===== config.mk =====
export PLATFORM = sky130hd
export DESIGN_NAME = pipe_ctrl
export DESIGN_NICKNAME = d
export VERILOG_FILES = /design/src/rtl/pipe_ctrl.sv
export SDC_FILE = /design/constraint.sdc
export NUM_CORES = 1
export LEC_CHECK = 0
export ABC_AREA = 1
export BUFFER_PORTS_ARGS = -buffer_cell sky130_fd_sc_hd__buf_4
export CELL_PAD_IN_SITES_DETAIL_PLACEMENT = 1
export CELL_PAD_IN_SITES_GLOBAL_PLACEMENT = 1
export CORE_MARGIN = 5
export CORE_UTILIZATION = 29
export DETAILED_ROUTE_END_ITERATION = 10
export GPL_ROUTABILITY_DRIVEN = 0
export HOLD_SLACK_MARGIN = 0.15
export PLACE_DENSITY = 0.72
export SYNTH_ARGS = -nofsm -noshare
export SYNTH_HDL_FRONTEND = slang
export SYNTH_SLANG_ARGS = --single-unit

===== constraint.sdc =====
create_clock -name i_clk -period 2.3 [get_ports i_clk]
set_clock_uncertainty 0.1 [all_clocks]
set_input_delay 0.69 -clock i_clk [delete_from_list [all_inputs] [get_ports i_clk]]
set_output_delay 0.69 -clock i_clk [all_outputs]
set_load 0.02 [all_outputs]

===== src/rtl/pipe_ctrl.sv =====
// Pipeline hazard controller: EX operand forwarding, load-use stall, taken-branch
// flush, multicycle (mul/div) sequencing and a saturating stall-cycle counter.
module pipe_ctrl #(
  parameter int MD_LATENCY = 4
) (
  input  logic        i_clk,
  input  logic        i_rst,
  input  logic [4:0]  i_id_rs,
  input  logic [4:0]  i_id_rt,
  input  logic        i_id_uses_rt,
  input  logic [4:0]  i_ex_rs,
  input  logic [4:0]  i_ex_rt,
  input  logic [4:0]  i_ex_write_reg,
  input  logic        i_ex_mem_read,
  input  logic [4:0]  i_mem_write_reg,
  input  logic        i_mem_reg_write,
  input  logic [4:0]  i_wb_write_reg,
  input  logic        i_wb_reg_write,
  input  logic        i_branch_taken,
  input  logic        i_md_start,
  output logic [1:0]  o_fa,
  output logic [1:0]  o_fb,
  output logic        o_pc_write,
  output logic        o_if_id_write,
  output logic        o_if_flush,
  output logic        o_id_flush,
  output logic        o_ex_flush,
  output logic        o_ex_hold,
  output logic        o_md_done,
  output logic        o_busy,
  output logic [15:0] o_stall_cnt
);

  typedef enum logic {RUN, MD_WAIT} state_t;

  localparam logic [3:0] MD_LOAD = 4'(MD_LATENCY - 1);

  state_t      state_q, state_d;
  logic [3:0]  md_cnt_q, md_cnt_d;
  logic [15:0] stall_cnt_q, stall_cnt_d;
  logic        load_use;
  logic        mem_fwd_a, mem_fwd_b, wb_fwd_a, wb_fwd_b;

  assign load_use = i_ex_mem_read && (i_ex_write_reg != 5'd0) &&
                    ((i_ex_write_reg == i_id_rs) ||
                     ((i_ex_write_reg == i_id_rt) && i_id_uses_rt));

  assign mem_fwd_a = i_mem_reg_write && (i_mem_write_reg != 5'd0) && (i_mem_write_reg == i_ex_rs);
  assign mem_fwd_b = i_mem_reg_write && (i_mem_write_reg != 5'd0) && (i_mem_write_reg == i_ex_rt);
  assign wb_fwd_a  = i_wb_reg_write && (i_wb_write_reg != 5'd0) && (i_wb_write_reg == i_ex_rs);
  assign wb_fwd_b  = i_wb_reg_write && (i_wb_write_reg != 5'd0) && (i_wb_write_reg == i_ex_rt);

  always_comb begin
    state_d       = state_q;
    md_cnt_d      = md_cnt_q;
    o_fa          = 2'b00;
    o_fb          = 2'b00;
    o_pc_write    = 1'b1;
    o_if_id_write = 1'b1;
    o_if_flush    = 1'b0;
    o_id_flush    = 1'b0;
    o_ex_flush    = 1'b0;
    o_ex_hold     = 1'b0;
    o_md_done     = 1'b0;
    o_busy        = 1'b0;

    if (!i_rst) begin
      // The younger (MEM) producer holds the newer value, so it wins.
      if (mem_fwd_a)     o_fa = 2'b10;
      else if (wb_fwd_a) o_fa = 2'b01;
      if (mem_fwd_b)     o_fb = 2'b10;
      else if (wb_fwd_b) o_fb = 2'b01;

      case (state_q)
        RUN: begin
          if (i_branch_taken) begin
            o_if_flush = 1'b1;
            o_id_flush = 1'b1;
            o_ex_flush = 1'b1;
          end else if (i_md_start) begin
            o_pc_write    = 1'b0;
            o_if_id_write = 1'b0;
            o_ex_hold     = 1'b1;
            o_ex_flush    = 1'b1;
            md_cnt_d      = MD_LOAD;
            state_d       = MD_WAIT;
          end else if (load_use) begin
            o_pc_write    = 1'b0;
            o_if_id_write = 1'b0;
            o_id_flush    = 1'b1;
          end
        end
        MD_WAIT: begin
          o_busy = 1'b1;
          if (md_cnt_q == 4'd1) begin
            o_md_done = 1'b1;
            md_cnt_d  = 4'd0;
            state_d   = RUN;
          end else begin
            o_pc_write    = 1'b0;
            o_if_id_write = 1'b0;
            o_ex_hold     = 1'b1;
            o_ex_flush    = 1'b1;
            md_cnt_d      = md_cnt_q - 4'd1;
          end
        end
        default: state_d = RUN;
      endcase
    end

    stall_cnt_d = stall_cnt_q;
    if (!o_pc_write && (stall_cnt_q != 16'hFFFF))
      stall_cnt_d = stall_cnt_q + 16'd1;
  end

  always_ff @(posedge i_clk) begin
    if (i_rst) begin
      state_q     <= RUN;
      md_cnt_q    <= 4'd0;
      stall_cnt_q <= 16'd0;
    end else begin
      state_q     <= state_d;
      md_cnt_q    <= md_cnt_d;
      stall_cnt_q <= stall_cnt_d;
    end
  end

  assign o_stall_cnt = stall_cnt_q;

endmodule


Yosys cells after proc, flatten, opt, wreduce, memory -nomap -nowiden
Index checks and enable logic that the tools add are counted.
Storage, ports and cells
  memories kept: 0
  bits in latches: 0
  ROM bits: 0
  RAM bits: 0
  input port bits: 43
  flip-flop bits (word level): 21
Cells by class
  muxes and demuxes: 36
  reduce and logical (&&, ||, !) cells: 16
  $mul: 0
  bitwise logic cells: 1
  equal/unequal tests: 10
  divide/modulo/power cells: 0
  add/subtract/negate cells: 2
  shifts and indexed selects: 0
  magnitude comparators: 0
Operators by type and width (count)
  $eq 5x5->1: 6
  $mux 1: 25
  $add 16x1->16 const B: 1
  $ne 16x16->1 const B: 1
  $reduce_bool 5->1: 3
  $mux 4: 3
  $logic_and 1x1->1: 10
  $mux 2: 4
  $pmux 4 s2: 1
  $pmux 1 s2: 3
  $eq 4x1->1 const B: 1
  $ne 2x2->1 const B: 2
  $sub 4x1->4 const B: 1
  $reduce_and 2->1: 1
  $logic_not 1->1: 1
  $logic_or 1x1->1: 1
  $not 1->1: 1

Logic depth before layout (Yosys ltp)
Gate-level depths: netlist (run 1).
  word-level depth: 11
  depth in mapped cells: 12
  depth with buffers taken out: 12

Worst setup path before layout (run 1)
OpenSTA, ideal clock, no wires.
  path type: input to output
  start point: input port i_ex_write_reg[3]
  end point: output port o_pc_write
  arrival time: 1865 ps
  setup slack: -355 ps
  data required time: 1510 ps
  stages: 11
  cells stage by stage: inv_1 -> nand2_1 -> nand2_1 -> nor2_1 -> nand3_1 -> nand2_1 -> nand2_1 -> nand2_1 -> buf_2 -> nand2_1 -> buf_4
Between the ends
  word-level cells in the longest chain between the ends: 9
Ends and longest elaborated chain
  from (decl): RTL line 13  | input logic [4:0] i_ex_write_reg,
  $eq 5x5->1: RTL line 46  | ((i_ex_write_reg == i_id_rt) && i_id_uses_rt));
  $logic_and 1x1->1: RTL line 46
  $logic_or 1x1->1: RTL line 45  | ((i_ex_write_reg == i_id_rs) ||
  $logic_and 1x1->1 (*): RTL line 44  | assign load_use = i_ex_mem_read && (i_ex_write_reg != 5'd0) &&
  $mux 1 (*) (3 in series)
  $pmux 1 s2 (*)
  $mux 1 (*)
  to (decl): RTL line 23  | output logic o_pc_write,
Mark *: on every way between the ends. The rest lies on a longest branch, timed or not.

Worst setup path in the final report (run 1)
  start point: input port i_wb_write_reg[2]
  end point: output port o_fa[0]
Between the ends
  word-level cells in the longest chain between the ends: 6
Ends and longest elaborated chain
  from (decl): RTL line 17  | input logic [4:0] i_wb_write_reg,
  $reduce_bool 5->1: RTL line 50  | assign wb_fwd_a = i_wb_reg_write && (i_wb_write_reg != 5'd0) && (i_wb_write_reg == i_ex_rs);
  $logic_and 1x1->1: RTL line 50
  $logic_and 1x1->1 (*): RTL line 50
  $mux 1 (*): RTL line 70  | else if (wb_fwd_a) o_fa = 2'b01;
  $mux 2 (*): RTL line 69  | if (mem_fwd_a) o_fa = 2'b10;
  $mux 2 (*): RTL line 67  | if (!i_rst) begin
  to (decl): RTL line 21  | output logic [1:0] o_fa,
Marks and branches as above.

==> results_dict.tcl, run 1 <==
set metrics [dict create \
    outcome "finished, violations left" \
    violations "setup timing" \
    wire_per_inst_um 14.0 \
    yosysSeqAreaShare 0.233 \
    route.vias.total 2214 \
    grt_pass1_wl_mm 10.3 \
    whs_ps 406 \
    min_path_type "reg2reg" \
    hold_viol_final 0 \
    p_leak_nw 1.32 \
    start_kind "input pin" \
    cts_buffers 3 \
    n_antenna_cell 0 \
    met2WireLength_mm 3.15 \
    synth_top_area_frac 0.233 \
    final_nets 424 \
    relSlewSlack 0.793 \
    finalInstanceArea_um2 2940 \
    cap_viol_max_count 0 \
    synth_most_common_cell "nand2_1" \
    post-place-ws_ps -271 \
    netlist_area_um2 1810 \
    critPathMaxFanout 3 \
    multiInputGateArea_um2 1420 \
    p_int_uw 674 \
    setup_violations 7 \
    ys_types 29 \
    synth_common_cells "nand2_1, inv_1, nor2_1, a21oi_1, dfxtp_1" \
    cp-end-kind "primary output" \
    timing.final.ws_setup_ps -199 \
    ys.warnings.count 0 \
    yosysTopAreaCell "dfxtp_1" \
    drc 0 \
    groute.usage.overall 0.161 \
    hold_buffers 0 \
    tightest_slew_ps 310 \
    maxSlewViolCount 0 \
    power_per_cell_area_nw_per_um2 342 \
    met3_length_um 337 \
    avgSynthCellArea_um2 6.21 \
    ctsLongestPathBuffers 2 \
    synthArstFlopShare 0 \
    synth_cells 291 \
    clk_latency_ps 270 \
    peakVddDrop_v 0.000190 \
    p_sw_frac 0.328 \
    viasPerCell 4.90 \
    drtAntennaViolNets 0 \
    synthFlopType "dfxtp_1" \
    final-seq-area_um2 420 \
    combPwrFrac 0.366 \
    core_area_um2 5990 \
    synth_edf_count 0 \
    worstSetupPathType "in2out" \
    grt_setup_unrepaired "yes" \
    finalCriticalPeriod_ps 2500 \
    p_switching_uw 329 \
    fill_cells 762 \
    cts_sinks 21 \
    grt_overflow 0 \
    max_freq_ghz 0.400 \
    p_seq_frac 0.379 \
    start_util 0.302 \
    grt_pass1_vias 2347 \
    drive_gt1_frac 0.419 \
    worstPathRequired_ps 1510 \
    routed_wl_mm 6.31 \
    ctsRootBufferMaster "clkbuf_8" \
    cts_tree "done" \
    hpwl_mm 4.87 \
    yosys_register_bits 21 \
    htree_num_levels 1 \
    synthTopCellsByArea "dfxtp_1, nand2_1, inv_1" \
    grt_max_degree 19 \
    synth_fp_nets 337 \
    dieArea_um2 7910 \
    drt_iter0_markers 50 \
    ioPinCount 71 \
    min_period_over_period 1.09 \
    die_x_um 89.0 \
    io_buffers 70 \
    pwr-share-clk 0.254 \
    dpl_cell_area_um2 2600 \
    topRoutingLayerUsed "met4" \
    rows 28 \
    drtPass1Iterations 4 \
    met1Wirelength_mm 2.73 \
    crit_arrival_ps 1710 \
    die_h_um 89.0 \
    clk_pin_slew_ps 80 \
    antenna_found_initial 0 \
    syn2layout_area_growth_pct 62.4 \
]
metrics by stage:
step	power [mW]	utilization	setup TNS [ps]	instances
2_1_floorplan	0.555	-	-93.0	291
3_3_place_gp	0.684	0.434	-1100	448
3_5_place_dp	0.692	0.434	-1180	448
4_1_cts	0.982	0.465	-778	451
6_report	1.00	0.490	-775	452
5_1_grt	1.06	0.490	-1360	452
timing repair:
item / in CTS / in global routing
setup endpoints to repair: 9 / 9
buffers inserted: 0 / 1
resized for setup: 46 / 40
pin swaps: 28 / 22
logic make-up (layout without fill, tap and decap cells):
family	count (synthesis)	count (layout)	share of synthesized area
compound gates	33	33	0.0997
xor+xnor	27	27	0.131
fa+ha+maj	3	3	0.0208
buf+inv	51	137	0.113
flops	21	21	0.233
simple gates	156	156	0.403
worst paths after layout:
| path | from | end | slack [ps] | depth (start not counted) |
|---|---|---|---|---|
| setup / recovery | i_wb_write_reg[2] | o_fa[0] | -200 | 7 |
| hold / removal | o_stall_cnt[13] | o_stall_cnt[13] | 410 | 2 |
| setup reg to reg | o_stall_cnt[0] | o_stall_cnt[0] | 340 | 10 |
| hold reg to reg | o_stall_cnt[13] | o_stall_cnt[13] | 410 | 2 |
worst max-delay path: stages:
cell and delay (ps):
buf_4 120, buf_6 120, xor2_2 130, nor3b_2 180, nand4_1 170, nor2_1 140
buf_4 160
cell usage in the layout (no fill, tap or decap), types with 4 or more instances in the layout:
cell type,instances
nor2_1,24
inv_4,4
dfxtp_1,21
buf_6,17
nand2_2,11
nor2_2,6
nand2_1,63
xnor2_2,4
nand4_1,20
xnor2_1,9
xor2_1,11
buf_8,5
inv_1,26
buf_4,67
inv_2,12
a21oi_1,19
nand3_1,12
sequential cells by signal, summed over array words and instances, names as in the netlist:
| register | cells |
|---|---|
| o_stall_cnt | 16 |
| md_cnt_q | 4 |
| state_q | 1 |
metal layers:
metal,vias to the layer above,track usage
li1,1113,-
met1,1040,0.191
met2,52,0.302
met3,9,0.0286
met4,0,0.0365
met5,-,0
power by group through the flow:
stage | Combinational, mW | Clock [mW] | Sequential [mW]
finish | 0.367 | 0.255 | 0.381
global route | 0.400 | 0.279 | 0.382
CTS | 0.334 | 0.268 | 0.381
detailed placement | 0.302 | 0 | 0.389
global placement | 0.295 | 0 | 0.389
floorplan | 0.165 | 0 | 0.390
cell type report:
class / count / area share
clock buffers: 4 / 0.0153
inverters: 43 / 0.0584
multi-input cells: 219 / 0.482
flip-flops and latches: 21 / 0.143
well taps: 75 / 0.0320
repair buffers: 90 / 0.269
No activity file was read; power rests on OpenSTA's default activity.
==> run 2, diff against run 1 <==
--- a/config.mk
+++ b/config.mk
@@ -10,11 +10,12 @@
 export CELL_PAD_IN_SITES_DETAIL_PLACEMENT = 1
 export CELL_PAD_IN_SITES_GLOBAL_PLACEMENT = 1
 export CORE_MARGIN = 5
-export CORE_UTILIZATION = 29
+export CORE_UTILIZATION = 33
 export DETAILED_ROUTE_END_ITERATION = 10
 export GPL_ROUTABILITY_DRIVEN = 0
 export HOLD_SLACK_MARGIN = 0.15
-export PLACE_DENSITY = 0.72
+export PLACE_DENSITY = 0.77
+export SLEW_MARGIN = 10
 export SYNTH_ARGS = -nofsm -noshare
 export SYNTH_HDL_FRONTEND = slang
 export SYNTH_SLANG_ARGS = --single-unit
==> constraint.sdc (replaced) <==
create_clock -name i_clk -period 2.4 [get_ports i_clk]
set_clock_uncertainty 0.1 [all_clocks]
set_input_delay 0.72 -clock i_clk [delete_from_list [all_inputs] [get_ports i_clk]]
set_output_delay 0.72 -clock i_clk [all_outputs]
set_load 0.02 [all_outputs]
==> run 2 against run 1 <==
The run still ends with setup timing left; clock-buffer cell count did not move; sequential share of layout area increased by 0.24 points; sequential power fell by 4%; die area down 11%; non-clock buffer count is the same; combinational power fell by 4%; critical path type unchanged; largest power group unchanged.
==> results_dict.tcl, run 2 (same netlist as run 1, synthesis figures left out) <==
set metrics [dict create \
    outcome "finished, violations left" \
    violations "setup timing" \
    htree_num_levels 1 \
    worstSetupPathType "in2out" \
    cts_setup_buffers 0 \
    dieArea_um2 7060 \
    maxSlewViolCount 0 \
    route.vias.total 2237 \
    ioPinCount 71 \
    p_sw_frac 0.334 \
    setup_violations 7 \
    drive_gt1_frac 0.406 \
    combPwrFrac 0.368 \
    grt_max_degree 18 \
    groute.usage.overall 0.170 \
    min_period_over_period 1.09 \
    die_x_um 84.0 \
    cp-end-kind "primary output" \
    relSlewSlack 0.789 \
    n_antenna_cell 0 \
    min_path_type "reg2reg" \
    peakVddDrop_v 0.000184 \
    final_nets 424 \
    wire_per_inst_um 15.4 \
    p_leak_nw 1.30 \
    hpwl_mm 4.86 \
    hold_viol_final 0 \
    grt_overflow 0 \
    post-place-ws_ps -225 \
    min_from "o_stall_cnt[4]" \
    cts_buffers 3 \
    antenna_found_initial 0 \
    worstPathRequired_ps 1580 \
    max_freq_ghz 0.383 \
    io_buffers 70 \
    ctsLongestPathBuffers 2 \
    crit_arrival_ps 1790 \
    cts_tree "done" \
    start_util 0.334 \
    grt_pass1_vias 2187 \
    cts_sinks 21 \
    drtPass1Iterations 4 \
    p_int_uw 642 \
    p_seq_frac 0.379 \
    core_area_um2 5410 \
    timing.final.ws_setup_ps -211 \
    layout_common_cells "buf_4, nand2_1, inv_1" \
    critPathMaxFanout 3 \
    grt_pass1_wl_mm 10.0 \
    rows 27 \
    final_common_cell "buf_4" \
    die_h_um 84.0 \
    finalCriticalPeriod_ps 2610 \
    largest_reg_flops 16 \
    tightest_slew_ps 316 \
    power_per_cell_area_nw_per_um2 334 \
    critPathLaunch "i_wb_write_reg[0]" \
    grt_setup_unrepaired "yes" \
    drtAntennaViolNets 0 \
    viasPerCell 4.98 \
    ctsRootBufferMaster "clkbuf_8" \
    cap_viol_max_count 0 \
    drc 0 \
    clk_latency_ps 260 \
    pwr-share-clk 0.253 \
    start_kind "input pin" \
    drt_iter0_markers 58 \
    syn2layout_area_growth_pct 59.7 \
    clk_pin_slew_ps 80 \
    routed_wl_mm 6.91 \
    worstReg2RegStart "md_cnt_q[1]" \
    p_switching_uw 322 \
    fin_total_pwr_uw 964 \
]
run 2: cell count changes in the layout (fill, tap and decap cells not counted), moves of 2 or more:
cell,previous run,this run
inv_1,26,28
buf_6,17,19
nand2_2,11,14
inv_2,12,10
xor2_1,11,13
nand2_1,63,60
xor2_2,2,0
nor2_2,6,4
run 2: per-layer routing:
layer,track usage,vias to the layer above,part of all wire
met3,0.0316,12,0.040
met2,0.311,49,0.53
met4,0.0292,0,0.014
met1,0.207,1067,0.41
li1,-,1109,-
met5,0,-,0
run 2: worst paths after layout:
path | endpoint | slack, ps | depth (start not counted)
worst max-delay path | o_fa[0] | -210 | 8
worst min-delay path | o_stall_cnt[4] | 410 | 2
worst max register to register | o_stall_cnt[0] | 470 | 12
worst min register to register | o_stall_cnt[4] | 410 | 2
run 2: cell type report:
type | count | area [um^2]
Inverter | 43 | 171
Sequential cell | 21 | 420
Tap cell | 72 | 90.1
Fill cell | 700 | 2520
Multi-Input combinational cell | 219 | 1380
Clock buffer | 4 | 45.0
Timing Repair Buffer | 90 | 785
run 2: critical path, stage by stage:
cell	delay [ps]
buf_4	110
buf_4	130
inv_2	80
o22ai_1	100
a21oi_1	210
nand4_1	150
nor2_1	140
buf_4	150
run 2: repair_timing:
| action | CTS | global route |
|---|---|---|
| gates resized for setup | 26 | 61 |
| endpoints found under the setup margin | 7 | 10 |
| hold buffers | 0 | 0 |
| pin swaps | 22 | 38 |
run 2: power by group through the flow:
stage | Sequential [mW] | Combinational [mW] | Clock (mW)
floorplan | 0.374 | 0.150 | 0
global placement | 0.373 | 0.279 | 0
detailed placement | 0.373 | 0.285 | 0
CTS | 0.365 | 0.302 | 0.247
global route | 0.367 | 0.383 | 0.266
finish | 0.365 | 0.354 | 0.244
run 2: metrics by stage:
stage,std cells,hold WS (ps),util,TNS (ps),area (um^2)
6_report,449,410,0.534,-669,2890
5_1_grt,449,436,0.534,-1160,2890
4_1_cts,449,418,0.498,-663,2690
3_5_place_dp,445,404,0.475,-1030,2570
3_3_place_gp,445,396,0.475,-916,2570
2_1_floorplan,291,394,-,-132,1860
==> run 3, diff against run 2 <==
--- a/config.mk
+++ b/config.mk
@@ -6,15 +6,15 @@
 export NUM_CORES = 1
 export LEC_CHECK = 0
 export ABC_AREA = 1
-export BUFFER_PORTS_ARGS = -buffer_cell sky130_fd_sc_hd__buf_4
 export CELL_PAD_IN_SITES_DETAIL_PLACEMENT = 1
 export CELL_PAD_IN_SITES_GLOBAL_PLACEMENT = 1
 export CORE_MARGIN = 5
-export CORE_UTILIZATION = 33
+export CORE_UTILIZATION = 42
 export DETAILED_ROUTE_END_ITERATION = 10
+export DONT_BUFFER_PORTS = 1
 export GPL_ROUTABILITY_DRIVEN = 0
 export HOLD_SLACK_MARGIN = 0.15
-export PLACE_DENSITY = 0.77
+export PLACE_DENSITY = 0.75
 export SLEW_MARGIN = 10
 export SYNTH_ARGS = -nofsm -noshare
 export SYNTH_HDL_FRONTEND = slang
==> run 3 against run 2 <==
Largest cell class unchanged; wire length is 23% lower; the flow now finishes without violations; highest routed layer unchanged; largest power group unchanged; clock-buffer cell count is the same; maximum frequency increased by 8.8%; sequential share of layout area grew 4.8 points.
==> results_dict.tcl, run 3 (same netlist as run 1, synthesis figures left out) <==
set metrics [dict create \
    p_int_uw 558 \
    layout_common_cells "nand2_1, inv_1, nor2_1" \
    worstSetupPathType "in2out" \
    peakVddDrop_v 0.000237 \
    largest_reg_flops 16 \
    p_seq_frac 0.450 \
    cts_tree "done" \
    viasPerCell 5.24 \
    ioPinCount 71 \
    p_leak_nw 0.924 \
    clk_pin_slew_ps 80 \
    cp-end-kind "primary output" \
    crit_arrival_ps 1580 \
    min_period_over_period 1.00 \
    die_h_um 75.6 \
    grt_setup_unrepaired "yes" \
    cap_viol_max_count 0 \
    combPwrFrac 0.256 \
    post-place-ws_ps -108 \
    post-route-util 0.530 \
    rows 23 \
    pwr-share-clk 0.293 \
    setup_violations 0 \
    dp.cells 355 \
    instances_no_fill 360 \
    max_freq_ghz 0.417 \
    groute.usage.overall 0.198 \
    drtPass1Iterations 4 \
    critPathLaunch "i_ex_rt[2]" \
    ctsRootBufferMaster "clkbuf_8" \
    crit_chain "or2_4 -> a221oi_2 -> o2111ai_2 -> nor2_4" \
    cp_slowest_cell "a221oi_2" \
    io_buffers 0 \
    wire_per_inst_um 14.8 \
    cts_buffers 3 \
    ctsLongestPathBuffers 2 \
    drc 0 \
    crit_end "o_fb[0]" \
    slowest_delay_ps 260 \
    antenna_found_initial 0 \
    drtAntennaViolNets 0 \
    start_kind "input pin" \
    grt_pass1_wl_mm 8.88 \
    maxSlewViolCount 0 \
    grt_max_degree 26 \
    hpwl_mm 4.27 \
    clk_latency_ps 260 \
    core_area_um2 4090 \
    die_x_um 75.6 \
    finalCriticalPeriod_ps 2400 \
    power_per_cell_area_nw_per_um2 372 \
    tightest_slew_ps 507 \
    final_common_cell "nand2_1" \
    final_nets 357 \
    worstPathRequired_ps 1580 \
    cts_sinks 21 \
    grt_pass1_vias 1988 \
    outcome "finished clean" \
    rrSetupSlack_ps 470 \
    worstReg2RegEnd "o_stall_cnt[0]" \
    min_path_type "in2reg" \
    hold_viol_final 0 \
    timing.final.ws_setup_ps 0.0185 \
    fill_cells 562 \
    relSlewSlack 0.661 \
    worstReg2RegStart "md_cnt_q[1]" \
    drive_gt1_frac 0.177 \
    critPathMaxFanout 3 \
    htree_num_levels 1 \
    start_util 0.442 \
    dieArea_um2 5720 \
    p_sw_frac 0.307 \
    routed_wl_mm 5.33 \
    route.vias.total 1886 \
    worstRegToRegCells 11 \
    grt_overflow 0 \
    syn2layout_area_growth_pct 19.8 \
    p_switching_uw 248 \
    drt_iter0_markers 39 \
    n_antenna_cell 0 \
]
==> run 3: cell count changes in the layout (fill, tap and decap cells not counted), moves of 3 or more <==
cell,before,now
buf_6,19,0
inv_1,28,41
xnor2_2,4,1
inv_2,10,1
buf_4,66,23
buf_8,5,0
inv_4,4,0
nand2_1,60,72
nand2_2,14,3
xnor2_1,10,13
==> run 3: per-stage QoR <==
| stage | power [mW] | setup TNS [ps] | hold WS (ps) | instance area [um^2] |
|---|---|---|---|---|
| final | 0.806 | 0 | 423 | 2170 |
| after global routing | 0.856 | -101 | 399 | 2170 |
| after CTS | 0.811 | -35.1 | 411 | 2130 |
| after detailed placement | 0.560 | -266 | 432 | 2030 |
| after global placement | 0.554 | -210 | 415 | 2030 |
| after floorplan | 0.524 | -132 | 394 | 1860 |
==> run 3: metal layers <==
metal	global-route usage	vias up	part of all wire	routed length [um]
met5	0	-	0	0
li1	-	971	-	-
met1	0.215	863	0.40	2130
met3	0.0686	4	0.078	414
met4	0.0291	0	0.0054	29
met2	0.377	48	0.52	2750
==> run 3: layout make-up <==
type / count / area (um^2) / area share
Clock buffer: 4 / 45.0 / 0.0208
Inverter: 43 / 161 / 0.0745
Multi-Input combinational cell: 219 / 1300 / 0.602
Sequential cell: 21 / 420 / 0.194
Tap cell: 50 / 62.6 / 0.0289
Timing Repair Buffer: 23 / 173 / 0.0797
==> run 3: power by group through the flow <==
stage / logic, mW / clock network, mW / registers, mW
6_report: 0.207 / 0.236 / 0.363
3_5_place_dp: 0.189 / 0 / 0.371
5_1_grt: 0.229 / 0.263 / 0.364
4_1_cts: 0.201 / 0.247 / 0.363
3_3_place_gp: 0.183 / 0 / 0.371
2_1_floorplan: 0.150 / 0 / 0.374
==> run 3: critical path: cells and delay by family <==
family	cells	cell delay, ps
simple gates	2	420
compound gates	2	440
==> run 3: how the worst min path moves through the flow <==
stage,startpoint,end,cells past startpoint
6_report,i_rst,o_stall_cnt[5],1
5_1_grt,i_rst,o_stall_cnt[13],1
4_1_cts,i_rst,o_stall_cnt[7],1
3_5_place_dp,md_cnt_q[3],md_cnt_q[3],2
3_3_place_gp,md_cnt_q[2],md_cnt_q[2],2
2_1_floorplan,md_cnt_q[2],md_cnt_q[2],2
==> run 3: repair_timing <==
action	4_1_cts	5_1_grt
hold buffers	0	0
pin swaps	5	5
setup endpoints to repair	7	9
gates cloned	0	0
resized for setup	11	8
buffers inserted	0	1
